$ cat config.mk
export PLATFORM = sky130hd
export DESIGN_NAME = shared_reg_arbiter
export DESIGN_NICKNAME = d
export VERILOG_FILES = /design/src/rtl/shared_reg_arbiter_pkg.sv /design/src/rtl/shared_reg_arbiter_rr_arb2.sv /design/src/rtl/shared_reg_arbiter.sv
export SDC_FILE = /design/constraint.sdc
export NUM_CORES = 1
export LEC_CHECK = 0
export BUFFER_PORTS_ARGS = -buffer_cell sky130_fd_sc_hd__buf_2
export CAP_MARGIN = 40
export CORE_AREA = 2 2 39 41
export CTS_CLUSTER_SIZE = 24
export DETAILED_ROUTE_END_ITERATION = 7
export DIE_AREA = 0 0 41 43
export PLACE_DENSITY = 0.7
export SETUP_SLACK_MARGIN = 0.3
export SLEW_MARGIN = 20
export SYNTH_ARGS = -nofsm -noshare
export SYNTH_HDL_FRONTEND = slang
export SYNTH_HIERARCHICAL = 1
export SYNTH_SLANG_ARGS = --single-unit
$ cat constraint.sdc
create_clock -name clk -period 1.4 [get_ports clk]
set_input_delay 0.28 -clock clk [delete_from_list [all_inputs] [get_ports clk]]
set_output_delay 0.28 -clock clk [all_outputs]
set_load 0.02 [all_outputs]
$ cat src/rtl/shared_reg_arbiter_pkg.sv
// Shared types and defaults for the shared holding-register arbiter.
// FSM encodings plus default data width and hold length.
package shared_reg_arbiter_pkg;

  typedef enum logic [1:0] {
    IDLE = 2'd0,
    LOAD = 2'd1,
    HOLD = 2'd2
  } state_t;

  localparam int DEF_W    = 4;
  localparam int DEF_HOLD = 2;

endpackage

$ cat src/rtl/shared_reg_arbiter_rr_arb2.sv
// Two-way round-robin pick: sole requester wins,
// on a tie the one that did not win last time wins.
module rr_arb2 (
  input  logic req0,
  input  logic req1,
  input  logic last,
  output logic valid,
  output logic winner
);

  assign valid  = req0 | req1;
  assign winner = (req0 & req1) ? ~last : req1;

endmodule

$ cat src/rtl/shared_reg_arbiter.sv
// Sequences loads of one shared W-bit register between two
// requesters: round-robin grant, one load cycle, then a hold.
module shared_reg_arbiter
  import shared_reg_arbiter_pkg::*;
#(
  parameter int W           = DEF_W,
  parameter int HOLD_CYCLES = DEF_HOLD
) (
  input  logic         clk,
  input  logic         rst,
  input  logic         req0,
  input  logic [W-1:0] d0,
  input  logic         req1,
  input  logic [W-1:0] d1,
  output logic         gnt0,
  output logic         gnt1,
  output logic         sel,
  output logic [W-1:0] q,
  output logic         q_valid,
  output logic         busy
);

  localparam int CNTW =
    (HOLD_CYCLES > 1) ? $clog2(HOLD_CYCLES + 1) : 1;
  localparam logic [CNTW-1:0] CNT_INIT =
    CNTW'((HOLD_CYCLES > 0) ? HOLD_CYCLES - 1 : 0);

  state_t          state;
  state_t          state_nx;
  logic [CNTW-1:0] cnt;
  logic            last;
  logic            pick_v;
  logic            pick_w;
  logic            take;
  logic            load;
  logic            gnt0_nx;
  logic            gnt1_nx;

  rr_arb2 u_arb (
    .req0   (req0),
    .req1   (req1),
    .last   (last),
    .valid  (pick_v),
    .winner (pick_w)
  );

  assign busy = (state != IDLE);

  // Next state and next grant; grants only arise on IDLE->LOAD.
  always_comb begin
    state_nx = state;
    gnt0_nx  = 1'b0;
    gnt1_nx  = 1'b0;
    take     = 1'b0;
    load     = 1'b0;
    unique case (state)
      IDLE: begin
        if (pick_v) begin
          state_nx = LOAD;
          take     = 1'b1;
          gnt0_nx  = ~pick_w;
          gnt1_nx  = pick_w;
        end
      end
      LOAD: begin
        load     = 1'b1;
        state_nx = (HOLD_CYCLES > 0) ? HOLD : IDLE;
      end
      HOLD: begin
        if (cnt == '0) state_nx = IDLE;
      end
      default: state_nx = IDLE;
    endcase
  end

  // State, grant/select, hold counter and data register.
  always_ff @(posedge clk) begin
    if (rst) begin
      state   <= IDLE;
      gnt0    <= 1'b0;
      gnt1    <= 1'b0;
      sel     <= 1'b0;
      last    <= 1'b1;
      cnt     <= '0;
      q       <= '0;
      q_valid <= 1'b0;
    end else begin
      state <= state_nx;
      gnt0  <= gnt0_nx;
      gnt1  <= gnt1_nx;
      if (take) begin
        sel  <= pick_w;
        last <= pick_w;
      end
      if (load) begin
        q       <= sel ? d1 : d0;
        q_valid <= 1'b1;
        cnt     <= CNT_INIT;
      end else if (state == HOLD && cnt != '0) begin
        cnt <= cnt - CNTW'(1);
      end
    end
  end

endmodule

Word level (Yosys, flattened, before mapping). Index checks and enable logic that the tools add are counted.

Bits in registers: 13. Input port bits: 12. Output and inout port bits: 9. Word-level logic and storage cells: 39.

Add/sub/neg operators: 1. Equality and inequality tests: 4. Muxes and demuxes: 10. Bitwise gates (word level): 6. Reductions and logical operators: 9.

Operator list (number): 2-to-1 mux 1 bit (6); case mux 2 bit (3 select lines) (1); nonzero test 2 bit (3); zero test 2 bit (2); 2-to-1 mux 2 bit (2); 2-to-1 mux 4 bit (1); != test 2 bit (second input constant) (2); inverter 1 bit (4); OR reduction 3 bit (1); equality test 2 x 1 -> 1 bit (second input constant) (1); equality test 2 bit (second input constant) (1); AND reduction 2 bit (1); OR reduction 2 bit (1); subtractor 2 x 1 -> 2 bit (second input constant) (1); bitwise AND 1 bit (1); logical AND 1 bit (1); OR 1 bit (1).

Logic depth before layout (Yosys ltp).
Word-level depth: 4. Gate-level depth with buffers: 5. Mapped depth without buffers: 5.

Cells and area by module. Netlist, hierarchy kept.

Modules (own cells, without submodules): shared_reg_arbiter (times used 1, cells each 59, area an instance 543.0 um^2, sequential area each 260.2 um^2); rr_arb2 (times used 1, cells each 2, area an instance 13.8 um^2, sequential area each 0.0 um^2).

Least setup slack after synthesis. OpenSTA, ideal clock, no wires.

Path kind: register to register. From: register cnt[0]. To: register cnt[0]. Setup time: 0.129 ns. Data arrival time: 1.127 ns. Required time: 1.271 ns. Path slack: 0.144 ns. Stages on the path, launching flop included: 6. Buffers on the path: 0. Clock period less this slack: 1.256 ns. Cells stage by stage: dfxtp_1 inv_1 ha_1 or3b_2 o21ai_0 a21boi_0.

Word-level cells in the longest chain between the ends: 3. Elaborated cells on any way between the ends: 6. Those cells by class: add/sub (1); mux (2); reduce/logical (3).

RTL lines: start: declaration (line shared_reg_arbiter.sv:30) `logic [CNTW-1:0] cnt;`; start signal: assignment (line shared_reg_arbiter.sv:100) `cnt <= cnt - CNTW'(1);`; subtractor 2 x 1 -> 2 bit or nonzero test 2 bit (tied branches) (line shared_reg_arbiter.sv:100, shared_reg_arbiter.sv:99); 2-to-1 mux 1 bit or logical AND 1 bit (tied branches) (line shared_reg_arbiter.sv:99) `end else if (state == HOLD && cnt != '0) begin`; 2-to-1 mux 1 bit or nonzero test 2 bit (tied branches).

Several ways; a longest one is shown, not always the timed one. The select of a mux whose other input is x is not followed. A chain may end at the register's enable or synchronous reset.

Worst setup path in the final report.
From: register state[0]. To: output busy.

Word-level cells in the longest chain between the ends: 1.

RTL lines: start: declaration (line shared_reg_arbiter.sv:28) `state_t state;`; start signal: assignment (line shared_reg_arbiter.sv:88) `state <= state_nx;`; nonzero test 2 bit (line shared_reg_arbiter.sv:47) `assign busy = (state != IDLE);`; end: declaration (line shared_reg_arbiter.sv:20) `output logic busy`.

No other way between the ends.

==> results_dict.tcl <==
set metrics [dict create \
    floorplan.core_area_um2 1384 \
    post_cts_clock_slew_at_the_launch_and_capture_registers_of_the_worst_setup_and_hold_paths_ns 0.08 \
    slew_headroom_pct 80.32 \
    detailed_route_wirelength_on_metal3_um 81 \
    grt_setup_unrepaired "yes" \
    post_drt_via_cell_ratio 5.067 \
    mostFrequentLayoutCell "sky130_fd_sc_hd__buf_2" \
    root_buffer "sky130_fd_sc_hd__clkbuf_4" \
    timing.hold.worst.start "req0" \
    num-nets-final 102 \
    met2RoutedLength_um 613 \
    r2r-start "cnt[0]" \
    placed_area_um2 675.6 \
    gp_congestion 0.6442 \
    post_synthesis_mean_instance_area_um2 9.128 \
    insertion_delay_ns 0.28 \
    detailed_place_hpwl_um 799.7 \
    final-max-slew-violation-count 0 \
    rows 14 \
    setup-violations-final 0 \
    setup.worst_path.start_class "flip-flop" \
    rr_endpoint "cnt[0]" \
    global_route_wire_length_before_repair_um 1932 \
    cts_tree "done" \
    finalHoldViolations 0 \
    rrSetupSlack_ns 0.23 \
    worstPathArrival_ns 0.93 \
    maximum_number_of_pins_on_one_net_before_global_route_repair 14 \
    synth_cell_types 26 \
    min_path_cells 4 \
    tritoncts_num_sinks 13 \
    area.growth.synth_to_final_pct 52.36 \
    period_share_pct 86.70 \
    hold_path_class "in2reg" \
    synth_compound_area_share_pct 17.30 \
    ys_seq_area_share_pct 46.74 \
    warnings_synthesis 6 \
    synth_top_family_by_area "simple AND/OR/NAND/NOR gates" \
    antenna_found_initial 0 \
    synth.ff_latch_count 13 \
    worst_setup_path_end_kind "output pin" \
    layout.cell_area.non_filler_um2 848.3 \
    vias_in_the_first_global_route 473 \
    totalWireLength_um 1274 \
    final_cell_count_no_fill 104 \
    fp.dieArea_um2 1763 \
    sum_neg_setup_slack_ns 0 \
    fin_worst_skew_ns 0.006364 \
    worst-setup-path-type "reg2out" \
    timing.fmax_mhz 823.8 \
    die_height_um 43 \
    postRouteAntennaNets 0 \
    final_layout_size_suffix_gt1_share_pct 60.23 \
    required_ns 1.12 \
    holdBufCountCts 0 \
    htree_num_levels 1 \
    max_cap_viol_count 0 \
    finalCoreUtilization_pct 61.30 \
    1st_pass_router_iterations 4 \
    measured_slew_at_the_worst_slew_check_pin_ns 0.2953 \
    met1_length_um 566 \
    synth-xor-area-share_pct 0 \
    cts_buffers 3 \
    synth.mux.area_fraction_pct 7.191 \
    post_synth_inst_count 61 \
    power_per_cell_area_nw_per_um2 1083 \
    post_synth_instance_area_um2 556.8 \
    drtIter0Drc 3 \
    fin_hold_ws_ns 0.3214 \
    timing.critical_path.fanout_max 3 \
    rr_worst_depth 5 \
    synth-adder-area-share_pct 2.247 \
    gr-total-overflow 0 \
    outcome "completed" \
    post_drt_wl_per_cell_um 12.25 \
    numPlacedInstances 94 \
    initial_utilization_pct 40.24 \
    dr_total_vias 527 \
    max_layer_used "met4" \
    power_leakage_uw 0.0003698 \
    port_buffers 20 \
    most-common-layout-cells "sky130_fd_sc_hd__buf_2 (18), sky130_fd_sc_hd__dfxtp_1 (8), sky130_fd_sc_hd__nor2_1 (7)" \
    die_w_um 41 \
    design.portCount 21 \
    synthSimpleGateAreaFrac_pct 18.43 \
    globalRouteTotalUtil_pct 16.45 \
    drt_drc_violations_left 0 \
    synth_nets 74 \
    vdd.ir_drop.worst_uv 596.4 \
    finalCriticalPeriod_ns 1.214 \
    clock_tree_buffer_depth 2 \
    hold-path-endpoint "gnt1" \
    n_antenna_cell 0 \
]
[cells in the mapped netlist, drive strengths merged]
cell / count / area [um^2]
a211oi: 4 / 30.03
a21boi: 2 / 15.02
a21oi: 3 / 18.77
a31oi: 2 / 12.51
buf: 2 / 18.77
clkbuf: 2 / 7.510
dfxtp: 13 / 260.3
ha: 1 / 12.51
inv: 5 / 18.77
mux2i: 4 / 40.04
nand2: 1 / 3.750
nand2b: 1 / 6.260
nand3: 2 / 10.01
nor2: 9 / 33.78
nor2b: 1 / 6.260
nor3: 2 / 10.01
nor4b: 1 / 8.760
o21ai: 2 / 10.00
o21ba: 1 / 10.01
or2: 1 / 6.260
or3b: 2 / 17.52
[worst max-delay path by stage]
stage | from | to | slack, ns
finish | state[0] | busy | 0.19
global route | state[0] | busy | 0.16
CTS | state[1] | busy | 0.20
detailed placement | req0 | last | 0.15
global placement | req0 | last | 0.20
floorplan | cnt[1] | cnt[0] | 0.28
[timing repair]
item                                    in CTS  in global routing
cloned                                       1                  0
endpoints found under the setup margin      10                 13
gates resized for setup                     19                 11
buffers inserted                             5                  0
pin swaps                                    2                  9
[stage by stage]
step,worst slack [ns],power [uW]
after floorplan,0.2799,567.0
final,0.1861,918.6
after detailed placement,0.1496,617.4
after global routing,0.1578,959.0
after CTS,0.2041,888.4
after global placement,0.2002,611.7
[state kept, by name (all words and copies together), names as in the netlist]
signal,count
q,4
state,2
cnt,2
sel,1
last,1
gnt1,1
gnt0,1
q_valid,1
[metal layers]
| metal | vias to the layer above | track usage (%) |
|---|---|---|
| li1 | 268 | - |
| met1 | 235 | 22.00 |
| met2 | 22 | 23.44 |
| met3 | 2 | 3.141 |
| met4 | 0 | 10.00 |
| met5 | - | 0 |
[critical path, stage by stage (launching register included)]
cell and delay, ns:
sky130_fd_sc_hd__dfxtp_4 0.37, sky130_fd_sc_hd__nor2_4 0.12, sky130_fd_sc_hd__inv_2 0.04, sky130_fd_sc_hd__buf_6 0.12
[final cells by class]
type,count,area [um^2]
Inverter,5,18.77
Clock buffer,3,22.52
Fill cell,124,535.5
Sequential cell,13,274.0
Multi-Input combinational cell,39,335.3
Tap cell,16,20.02
Clock inverter,1,5.005
Timing Repair Buffer,27,172.7
[kinds of logic after synthesis]
logic type                 count (synthesis)
AOI/OAI and AO/OA                         14
adders and majority gates                  1
and+or+nand+nor                           20
muxes                                      4
DFF                                       13
buffers and inverters                      9
[where the power goes]
| part | switching, uW | internal (uW) |
|---|---|---|
| registers | 22.9 | 403 |
| clock network | 125 | 106 |
| logic | 134 | 128 |
| total | 282 | 636 |
No activity file was read; power rests on OpenSTA's default activity.
